## config.mk

```make
export PLATFORM = sky130hd
export DESIGN_NAME = conv_stream_feeder
export DESIGN_NICKNAME = d
export VERILOG_FILES = /design/src/rtl/conv_pkg.sv /design/src/rtl/conv_result_buffer.sv /design/src/rtl/conv_stream_feeder.sv
export SDC_FILE = /design/constraint.sdc
export NUM_CORES = 2
export LEC_CHECK = 0
export ABC_AREA = 1
export CORE_AREA = 2 2 606 608
export CTS_BUF_LIST = sky130_fd_sc_hd__clkbuf_4 sky130_fd_sc_hd__clkbuf_8
export DETAILED_ROUTE_END_ITERATION = 12
export DIE_AREA = 0 0 608 610
export PLACE_DENSITY = 0.55
export SLEW_MARGIN = 40
export SYNTH_ARGS = -nofsm -noshare
export SYNTH_HDL_FRONTEND = slang
export SYNTH_SLANG_ARGS = --single-unit
```

## constraint.sdc

```tcl
create_clock -name clk -period 4.2 [get_ports clk]
set_clock_uncertainty 0.1 [all_clocks]
set_input_delay 0.42 -clock clk [delete_from_list [all_inputs] [get_ports clk]]
set_output_delay 0.42 -clock clk [all_outputs]
set_load 0.05 [all_outputs]
```

## src/rtl/conv_pkg.sv

```systemverilog
`default_nettype none
// ============================================================================
//  Module      : conv_pkg
//  Description : Constants and types shared by the 7x7 / 3x3 serial
//                convolution engine, its stream feeder and their benches.
//  Revision    : 1.0 - initial release
// ============================================================================
package conv_pkg;

  // Geometry of one tile: 7x7 input, 3x3 kernel, 5x5 valid output.
  localparam int ROW_STRIDE = 7;
  localparam int KER_DIM    = 3;
  localparam int OUT_DIM    = ROW_STRIDE - KER_DIM + 1;

  localparam int IFM_W = 16;
  localparam int OFM_W = 36;
  localparam int N_IFM = ROW_STRIDE * ROW_STRIDE;
  localparam int N_W   = KER_DIM * KER_DIM;
  localparam int N_OFM = OUT_DIM * OUT_DIM;

  typedef enum logic [1:0] {
    ST_IDLE    = 2'd0,
    ST_SEND    = 2'd1,
    ST_COLLECT = 2'd2,
    ST_DONE    = 2'd3
  } feeder_state_t;

endpackage
`default_nettype wire

```

## src/rtl/conv_result_buffer.sv

```systemverilog
`default_nettype none
// ============================================================================
//  Module      : conv_result_buffer
//  Description : Result register file, one write port, one combinational
//                read port and a synchronous clear of every entry.
//  Revision    : 1.0 - initial release
// ============================================================================
module conv_result_buffer
  import conv_pkg::*;
#(
  parameter int DEPTH = N_OFM,
  parameter int WIDTH = OFM_W,
  parameter int AW    = 5
) (
  input  logic             clk,
  input  logic             clr,
  input  logic             we,
  input  logic [AW-1:0]    waddr,
  input  logic [WIDTH-1:0] wdata,
  input  logic [AW-1:0]    raddr,
  output logic [WIDTH-1:0] rdata
);

  logic [WIDTH-1:0] mem [DEPTH];

  // Storage: clear wipes all entries, otherwise accept in-range writes.
  always_ff @(posedge clk) begin
    if (clr) begin
      for (int i = 0; i < DEPTH; i++) begin
        mem[i] <= '0;
      end
    end else if (we && (waddr < AW'(DEPTH))) begin
      mem[waddr] <= wdata;
    end
  end

  // Read port: addresses past the end of the array read as zero.
  always_comb begin
    rdata = '0;
    if (raddr < AW'(DEPTH)) begin
      rdata = mem[raddr];
    end
  end

endmodule
`default_nettype wire

```

## src/rtl/conv_stream_feeder.sv

```systemverilog
`default_nettype none
// ============================================================================
//  Module      : conv_stream_feeder
//  Description : Holds one IFM tile and kernel written by the host, streams
//                them into the convolution engine on start, then collects
//                the engine's result burst into a host-readable buffer.
//  Revision    : 1.0 - initial release
// ============================================================================
module conv_stream_feeder #(
  parameter int IFM_W   = conv_pkg::IFM_W,
  parameter int OFM_W   = conv_pkg::OFM_W,
  parameter int N_IFM   = conv_pkg::N_IFM,
  parameter int N_W     = conv_pkg::N_W,
  parameter int N_OFM   = conv_pkg::N_OFM,
  parameter int TIMEOUT = 64
) (
  input  logic             clk,
  input  logic             rst,
  input  logic             cfg_we,
  input  logic             cfg_sel,
  input  logic [5:0]       cfg_addr,
  input  logic [IFM_W-1:0] cfg_wdata,
  input  logic             start,
  output logic             busy,
  output logic             done,
  output logic             timeout_err,
  output logic             in_valid,
  output logic             weight_valid,
  output logic [IFM_W-1:0] In_IFM_1,
  output logic [IFM_W-1:0] In_Weight_1,
  input  logic             out_valid,
  input  logic [OFM_W-1:0] Out_OFM,
  input  logic [4:0]       res_addr,
  output logic [OFM_W-1:0] res_data,
  output logic [4:0]       res_count
);

  import conv_pkg::*;

  localparam int IFM_AW = $clog2(N_IFM);
  localparam int W_AW   = $clog2(N_W);
  localparam int IDLE_W = $clog2(TIMEOUT + 1);

  localparam logic [5:0]        LAST_IDX  = 6'(N_IFM - 1);
  localparam logic [5:0]        IFM_LIM   = 6'(N_IFM);
  localparam logic [5:0]        W_LIM     = 6'(N_W);
  localparam logic [4:0]        LAST_RES  = 5'(N_OFM - 1);
  localparam logic [IDLE_W-1:0] LAST_IDLE = IDLE_W'(TIMEOUT - 1);

  feeder_state_t     state;
  logic [IFM_W-1:0]  ifm_mem [N_IFM];
  logic [IFM_W-1:0]  w_mem   [N_W];
  logic [5:0]        idx;        // index of the word currently on the stream
  logic [5:0]        nxt_idx;
  logic [IDLE_W-1:0] idle_cnt;
  logic              cfg_ok;
  logic              cap_we;
  logic [OFM_W-1:0]  buf_rdata;

  assign nxt_idx = idx + 6'd1;
  // Host writes only land while idle and not in the same cycle as a launch.
  assign cfg_ok  = cfg_we && !start && (state == ST_IDLE);
  assign cap_we  = (state == ST_COLLECT) && out_valid;
  // Entries beyond the current capture count are hidden from the host.
  assign res_data = (res_addr < res_count) ? buf_rdata : '0;

  // Config buffers: cleared by reset, written by the host port.
  always_ff @(posedge clk) begin
    if (rst) begin
      for (int i = 0; i < N_IFM; i++) ifm_mem[i] <= '0;
      for (int j = 0; j < N_W; j++)   w_mem[j]   <= '0;
    end else if (cfg_ok) begin
      if (!cfg_sel && (cfg_addr < IFM_LIM)) ifm_mem[cfg_addr[IFM_AW-1:0]] <= cfg_wdata;
      if (cfg_sel && (cfg_addr < W_LIM))    w_mem[cfg_addr[W_AW-1:0]]     <= cfg_wdata;
    end
  end

  // Sequencer: send the tile, collect the results, pulse done; all outputs registered.
  always_ff @(posedge clk) begin
    if (rst) begin
      state        <= ST_IDLE;
      idx          <= '0;
      idle_cnt     <= '0;
      res_count    <= '0;
      busy         <= 1'b0;
      done         <= 1'b0;
      timeout_err  <= 1'b0;
      in_valid     <= 1'b0;
      weight_valid <= 1'b0;
      In_IFM_1     <= '0;
      In_Weight_1  <= '0;
    end else begin
      done <= 1'b0;
      case (state)
        ST_IDLE: begin
          if (start) begin
            state        <= ST_SEND;
            idx          <= '0;
            idle_cnt     <= '0;
            res_count    <= '0;
            timeout_err  <= 1'b0;
            busy         <= 1'b1;
            in_valid     <= 1'b1;
            In_IFM_1     <= ifm_mem[0];
            weight_valid <= 1'b1;
            In_Weight_1  <= w_mem[0];
          end
        end
        ST_SEND: begin
          if (idx == LAST_IDX) begin
            state        <= ST_COLLECT;
            in_valid     <= 1'b0;
            weight_valid <= 1'b0;
            In_IFM_1     <= '0;
            In_Weight_1  <= '0;
          end else begin
            idx      <= nxt_idx;
            In_IFM_1 <= ifm_mem[nxt_idx[IFM_AW-1:0]];
            // Kernel rides alongside the first N_W IFM words.
            if (nxt_idx < W_LIM) begin
              weight_valid <= 1'b1;
              In_Weight_1  <= w_mem[nxt_idx[W_AW-1:0]];
            end else begin
              weight_valid <= 1'b0;
              In_Weight_1  <= '0;
            end
          end
        end
        ST_COLLECT: begin
          if (out_valid) begin
            res_count <= res_count + 5'd1;
            idle_cnt  <= '0;
            if (res_count == LAST_RES) begin
              state <= ST_DONE;
              done  <= 1'b1;
            end
          end else if (idle_cnt == LAST_IDLE) begin
            // Engine went quiet too long; keep whatever was captured.
            timeout_err <= 1'b1;
            state       <= ST_DONE;
            done        <= 1'b1;
          end else begin
            idle_cnt <= idle_cnt + IDLE_W'(1);
          end
        end
        ST_DONE: begin
          busy  <= 1'b0;
          state <= ST_IDLE;
        end
        default: state <= ST_IDLE;
      endcase
    end
  end

  conv_result_buffer #(
    .DEPTH (N_OFM),
    .WIDTH (OFM_W),
    .AW    (5)
  ) u_res_buf (
    .clk   (clk),
    .clr   (rst),
    .we    (cap_we),
    .waddr (res_count),
    .wdata (Out_OFM),
    .raddr (res_addr),
    .rdata (buf_rdata)
  );

endmodule
`default_nettype wire

```

# Word-level counts from Yosys, hierarchy flattened

Memory sizes are Yosys's and may differ from the RTL's.
Cells that the tools add are included.

ROM bits: 0
Word-level logic and storage cells: 124
Memories kept: 3
Output and inout bits: 78
Memory bits (writable): 1,828
Register bits: 57
Latch bits: 0

Memory list:

| memory        | depth | width | read ports | clocked after memory_dff | write ports | line                     | RTL |
|---|---|---|---|---|---|---|---|
| u_res_buf.mem | 25    | 36    | 1          | 0                        | 25          | conv_result_buffer.sv:24 | `logic [WIDTH-1:0] mem [DEPTH];` |
| ifm_mem       | 49    | 16    | 2          | 0                        | 49          | conv_stream_feeder.sv:51 | `logic [IFM_W-1:0] ifm_mem [N_IFM];` |
| w_mem         | 9     | 16    | 2          | 0                        | 9           | conv_stream_feeder.sv:52 | `logic [IFM_W-1:0] w_mem [N_W];` |

Reductions and logical operators: 24
Equal/unequal tests: 15
Add/sub/neg operators: 3
Muxes and demuxes: 61
Magnitude comparators: 6
$mul: 0
Bitwise gates (word level): 1
Div/mod/pow operators: 0
Shifts and indexed selects: 0

Operators with widths:

| kind                                                | count |
|---|---|
| two-way mux 16 bit                                  | 7 |
| two-way mux 36 bit                                  | 3 |
| case mux 16 bit (2 select lines)                    | 2 |
| OR reduction 36 bit                                 | 1 |
| OR reduction 16 bit                                 | 2 |
| two-way mux 1 bit                                   | 26 |
| two-way mux 7 bit                                   | 3 |
| two-way mux 6 bit                                   | 3 |
| two-way mux 5 bit                                   | 3 |
| case mux 7 bit (2 select lines)                     | 1 |
| < comparator 6 x 4 -> 1 bit, second input constant  | 2 |
| case mux 6 bit (2 select lines)                     | 1 |
| AND reduction 3 bit                                 | 4 |
| < comparator 5 bit, second input constant           | 2 |
| two-way mux 2 bit                                   | 5 |
| inequality test 2 bit, second input constant        | 5 |
| case mux 5 bit (2 select lines)                     | 1 |
| case mux 1 bit (2 select lines)                     | 4 |
| case mux 2 bit (4 select lines)                     | 1 |
| AND reduction 4 bit                                 | 2 |
| adder 7 x 1 -> 7 bit, second input constant         | 1 |
| equality test 7 x 6 -> 1 bit, second input constant | 1 |
| adder 6 x 1 -> 6 bit, second input constant         | 1 |
| equality test 6 bit, second input constant          | 1 |
| other kinds (17)                                    | 28 |

# Longest topological paths before layout

Word-level depth: 8
Mapped depth: 20
Mapped depth without buffers: 13

# Hierarchy

From an unflattened synthesis, not the netlist that was laid out.

Cell total of the unflattened synthesis: 11,301
Area total of the unflattened synthesis: 103,804.6 µm²

Modules (own cells, without submodules):

| module             | area each (µm²) | cells an instance | times used |
|---|---|---|---|
| conv_stream_feeder | 60,267.8        | 6,276             | 1 |
| conv_result_buffer | 43,536.8        | 5,025             | 1 |

# Worst setup path before layout

OpenSTA, ideal clock, no wires.

Path type: register to register
From: register res_count[3]
To: memory u_res_buf.mem[27][0] in the netlist's numbering (enable)
Stages on the path, launching flop included: 5
Arrival time: 3.598 ns
Slack: 0.027 ns
Clock period less this slack: 4.173 ns
Library setup time: 0.474 ns
Required time: 3.626 ns
Cells stage by stage: dfxtp_1 > nand2_1 > nor2_1 > inv_1 > nor3_1

RTL lines:

| item                     | line                      | RTL |
|---|---|---|
| start: declaration       | conv_stream_feeder.sv:35  | `output logic [4:0] res_count` |
| start signal: assignment | conv_stream_feeder.sv:131 | `res_count <= res_count + 5'd1;` |
| end: declaration         | conv_result_buffer.sv:24  |  |

# Worst setup path in the final report

From: register res_count[1]
To: output port res_data[0]

Word-level cells in the longest chain between the ends: 2

Ends and longest elaborated chain:

| item               | line                     | RTL |
|---|---|---|
| < comparator 5 bit | conv_stream_feeder.sv:65 | `assign res_data = (res_addr < res_count) ? buf_rdata : '0;` |
| two-way mux 36 bit | conv_stream_feeder.sv:65 |  |
| end: declaration   | conv_stream_feeder.sv:34 | `output logic [OFM_W-1:0] res_data,` |

Every way passes these cells.

==> load_flow_metrics.sql <==
INSERT INTO impl_metrics (metric_group, metric, value, unit) VALUES
('outcome', 'status', 'complete, no violations', ''),
('layout', 'layout.core_utilization', '35.27', '%'),
('detailed_routing', 'drc', '0', ''),
('timing', 'maxClockFrequency', '245.8', 'MHz'),
('power', 'power.density_cell_area', '489.5', 'nW/um^2'),
('synth', 'synth_top_area_cell', 'edfxtp_1', ''),
('setup_path', 'worstSetupStartpointType', 'register', ''),
('grt', 'gr-total-overflow', '0', ''),
('placement', 'port_buffers', '146', ''),
('cts', 'cts_buffer_depth', '4', ''),
('setup_path', 'timing_worst_setup_path_type', 'reg2out', ''),
('setup_path', 'critPathRequiredTime', '3680', 'ps'),
('grt', 'grt_usage', '18.23', '%'),
('cts', 'cts_tree', 'yes', ''),
('synth', 'post_synth.cell_area_avg', '10.17', 'sq um'),
('synth', 'netlist_instances', '10724', ''),
('layout', 'layout_overhead_on_the_synthesized_area', '17.86', '%'),
('setup_path', 'timing.critical_path.mode_cell', 'a21oi_1', ''),
('floorplanning', 'core_region_area', '364400', 'sq um'),
('timing', 'fin_crit', '4068', 'ps'),
('floorplanning', 'design.die.area', '370900', 'sq um'),
('power', 'leakagePower', '49.79', 'nW'),
('min_path', 'min_from', 'Out_OFM[4]', ''),
('detailed_routing', 'dr_total_vias', '80795', ''),
('synth', 'ys_top_cells_by_area', 'edfxtp_1, nor2_1, nand2_1, o21ai_0, clkbuf_1', ''),
('detailed_routing', 'detail-route-antenna-nets', '0', ''),
('setup_path', 'crit_path_max_incr_delay', '400', 'ps'),
('synth', 'synth_largest_type_area_fraction', '66.97', '%'),
('layout', 'final_cells', '16502', ''),
('detailed_routing', 'detail_route.first_pass.iterations', '8', ''),
('timing', 'layout_worst_path_cycle_share', '96.85', '%'),
('setup_path', 'worst-path-max-fanout', '12', ''),
('cts', 'clk-insertion-delay-late', '1080', 'ps'),
('power', 'peakVddDrop', '0.5929', 'mV'),
('synth', 'number_of_enable_flip_flop_cells_after_synthesis', '2432', ''),
('synth', 'async_flop_share', '0', '%'),
('synth', 'synth_simple_gate_area_share', '18.80', '%'),
('setup_path', 'worst_path_max_delay_cell', 'dfxtp_2', ''),
('synth', 'synth_adder_area_share', '0.1721', '%'),
('timing', 'setup_viol', '0', ''),
('cts', 'path_clk_slew', '60', 'ps'),
('floorplanning', 'placement_rows', '222', ''),
('job', 'max-cap-violations', '0', ''),
('setup_path', 'worst_path_bufs_invs', '4', ''),
('power', 'design_power_total', '62.91', 'mW'),
('setup_path', 'regToRegStartpoint', 'idx[0]$_SDFFE_PP0P_', ''),
('timing', 'finalHoldViolCount', '0', ''),
('synth', 'synthMuxAreaShare', '0', '%'),
('grt', 'met1_resource_use_gr', '24.62', '%'),
('grt', 'first_global_vias', '77102', ''),
('timing', 'timing.slew.headroom', '41.07', '%'),
('cts', 'numClockSinks', '2489', ''),
('synth', 'post_synth_instance_area', '109000', 'sq um'),
('floorplanning', 'io_pins', '147', ''),
('detailed_routing', 'vias_per_cell', '4.896', ''),
('min_path', 'timing.hold.worst.class', 'in2reg', ''),
('floorplanning', 'initial_core_util', '29.92', '%'),
('timing', 'worst_pin_slew', '883.9', 'ps'),
('synth', 'synth-main-ff-cell', 'edfxtp_1', ''),
('grt', 'grt_first_pass_wirelength', '511200', 'microns'),
('placement', 'post-dp-hpwl', '201900', 'microns'),
('synth', 'ys_seq_area_share', '68.02', '%'),
('synth', 'yosys_warnings', '0', ''),
('grt', 'global_route.usage.met2', '29.22', '%'),
('setup_path', 'crit_start', 'res_count[1]$_SDFFE_PP0P_', ''),
('setup_path', 'timing.critical_path.arrival', '3550', 'ps'),
('cts', 'cts_root_buffer', 'clkbuf_8', ''),
('placement', 'globalplace.congestion', '0.8656', ''),
('placement', 'dpl_cell_area', '119400', 'sq um'),
('placement', 'numPlacedInstances', '15681', ''),
('cts', 'cts_htree_levels', '5', '');
==> per-layer routing <==
metal  wire length (microns)  up-vias
li1                        -    37209
met5                     132        -
met1                  147700    39761
met2                  161100     3126
met4                   13860       22
met3                   26160      677
==> cells in the final DEF (no fill, tap or decap), types with 276 or more instances in the layout <==
| cell type | n |
|---|---|
| nor2_1 | 3002 |
| nand3_1 | 483 |
| clkbuf_8 | 451 |
| edfxtp_1 | 2432 |
| o22ai_1 | 333 |
| inv_1 | 397 |
| buf_4 | 276 |
| nand2_1 | 1646 |
| conb_1 | 496 |
| o21ai_0 | 912 |
==> flip-flops by register name, summed over array words and instances (netlist names) <==
register,flops
idle_cnt,7
res_count,5
timeout_err,1
busy,1
u_res_buf.mem,1152
ifm_mem,1024
in_valid,1
idx,6
weight_valid,1
done,1
In_IFM_1,16
In_Weight_1,16
w_mem,256
state,2
==> final timing paths <==
check,end,cells past startpoint
min,u_res_buf.mem[31][4]$_DFFE_PP_,1
max,res_data[0],12
min reg2reg,timeout_err$_SDFFE_PP0P_,2
max reg2reg,In_IFM_1[0]$_SDFFE_PP0P_,11
==> where the power goes <==
group | internal [mW] | switching [mW] | total (mW)
Sequential | 28.4 | 0.472 | 28.9
Clock | 11.9 | 10.3 | 22.2
Combinational | 3.28 | 8.52 | 11.8
==> metrics by stage <==
step                      worst slack, ps  hold WS (ps)
after global routing               -4.137         64.82
after floorplan                     27.26         355.9
after detailed placement            295.8         345.5
after CTS                           28.66        0.4727
after global placement              227.4         342.9
final                               132.2         102.0
==> worst reg2reg max path, stage by stage, from the launching register on <==
cell and delay, ps:
dfxtp_4 470, buf_4 620, buf_4 830, nand2_1 140, nand3_1 160, nand3_1 160
nand3_1 180, nand3_1 150, nand3_1 100, nand2_1 60, nand2_1 240, a21oi_1 110
==> cell usage after synthesis (2+ instances only) <==
master    count
nand4_1       5
or2_2         3
dfxtp_1      57
clkinv_1     43
nand3_4       5
ha_1         15
a22oi_1      20
nor3_1       15
a31oi_1       2
and3_1        2
nor2_1     3008
buf_1        46
inv_2         4
buf_2        44
a21oi_1     260
o22ai_1     333
o21ai_0     912
a211oi_1     17
nand3_1     484
o211ai_1     62
inv_1       422
nand2_1    1699
clkbuf_1    758
edfxtp_1   2432
a32oi_1      14
o22a_1       30
nand2_2       5
xor2_1        2
nor3_2       10
==> cell families (layout without fill, tap and decap cells) <==
| kind of cell | count (synthesis) | count (layout) |
|---|---|---|
| AOI/OAI and AO/OA | 1656 | 1656 |
| adders and majority gates | 15 | 15 |
| buffers and inverters | 1318 | 1780 |
| and+or+nand+nor | 5242 | 5242 |
| DFF | 2489 | 2489 |
| xor gates and xnor gates | 3 | 3 |
| other | 1 | 501 |
==> area by class of cell <==
type | count | area, sq um
Sequential cell | 2489 | 74180
Antenna cell | 5 | 12.51
Inverter | 469 | 1838
Multi-Input combinational cell | 7412 | 32100
Fill cell | 36766 | 235900
Clock inverter | 171 | 1151
Clock buffer | 596 | 7296
Tap cell | 4816 | 6026
Timing Repair Buffer | 544 | 5917
==> repair_timing <==
action	in CTS	in global routing
buffers inserted	0	3
setup endpoints to repair	35	14
pin swaps	1	1
endpoints found under the hold margin	355	102
cloned	1	0
resized for setup	32	5
hold buffers	38	4
(Power assumes the default switching activity.)
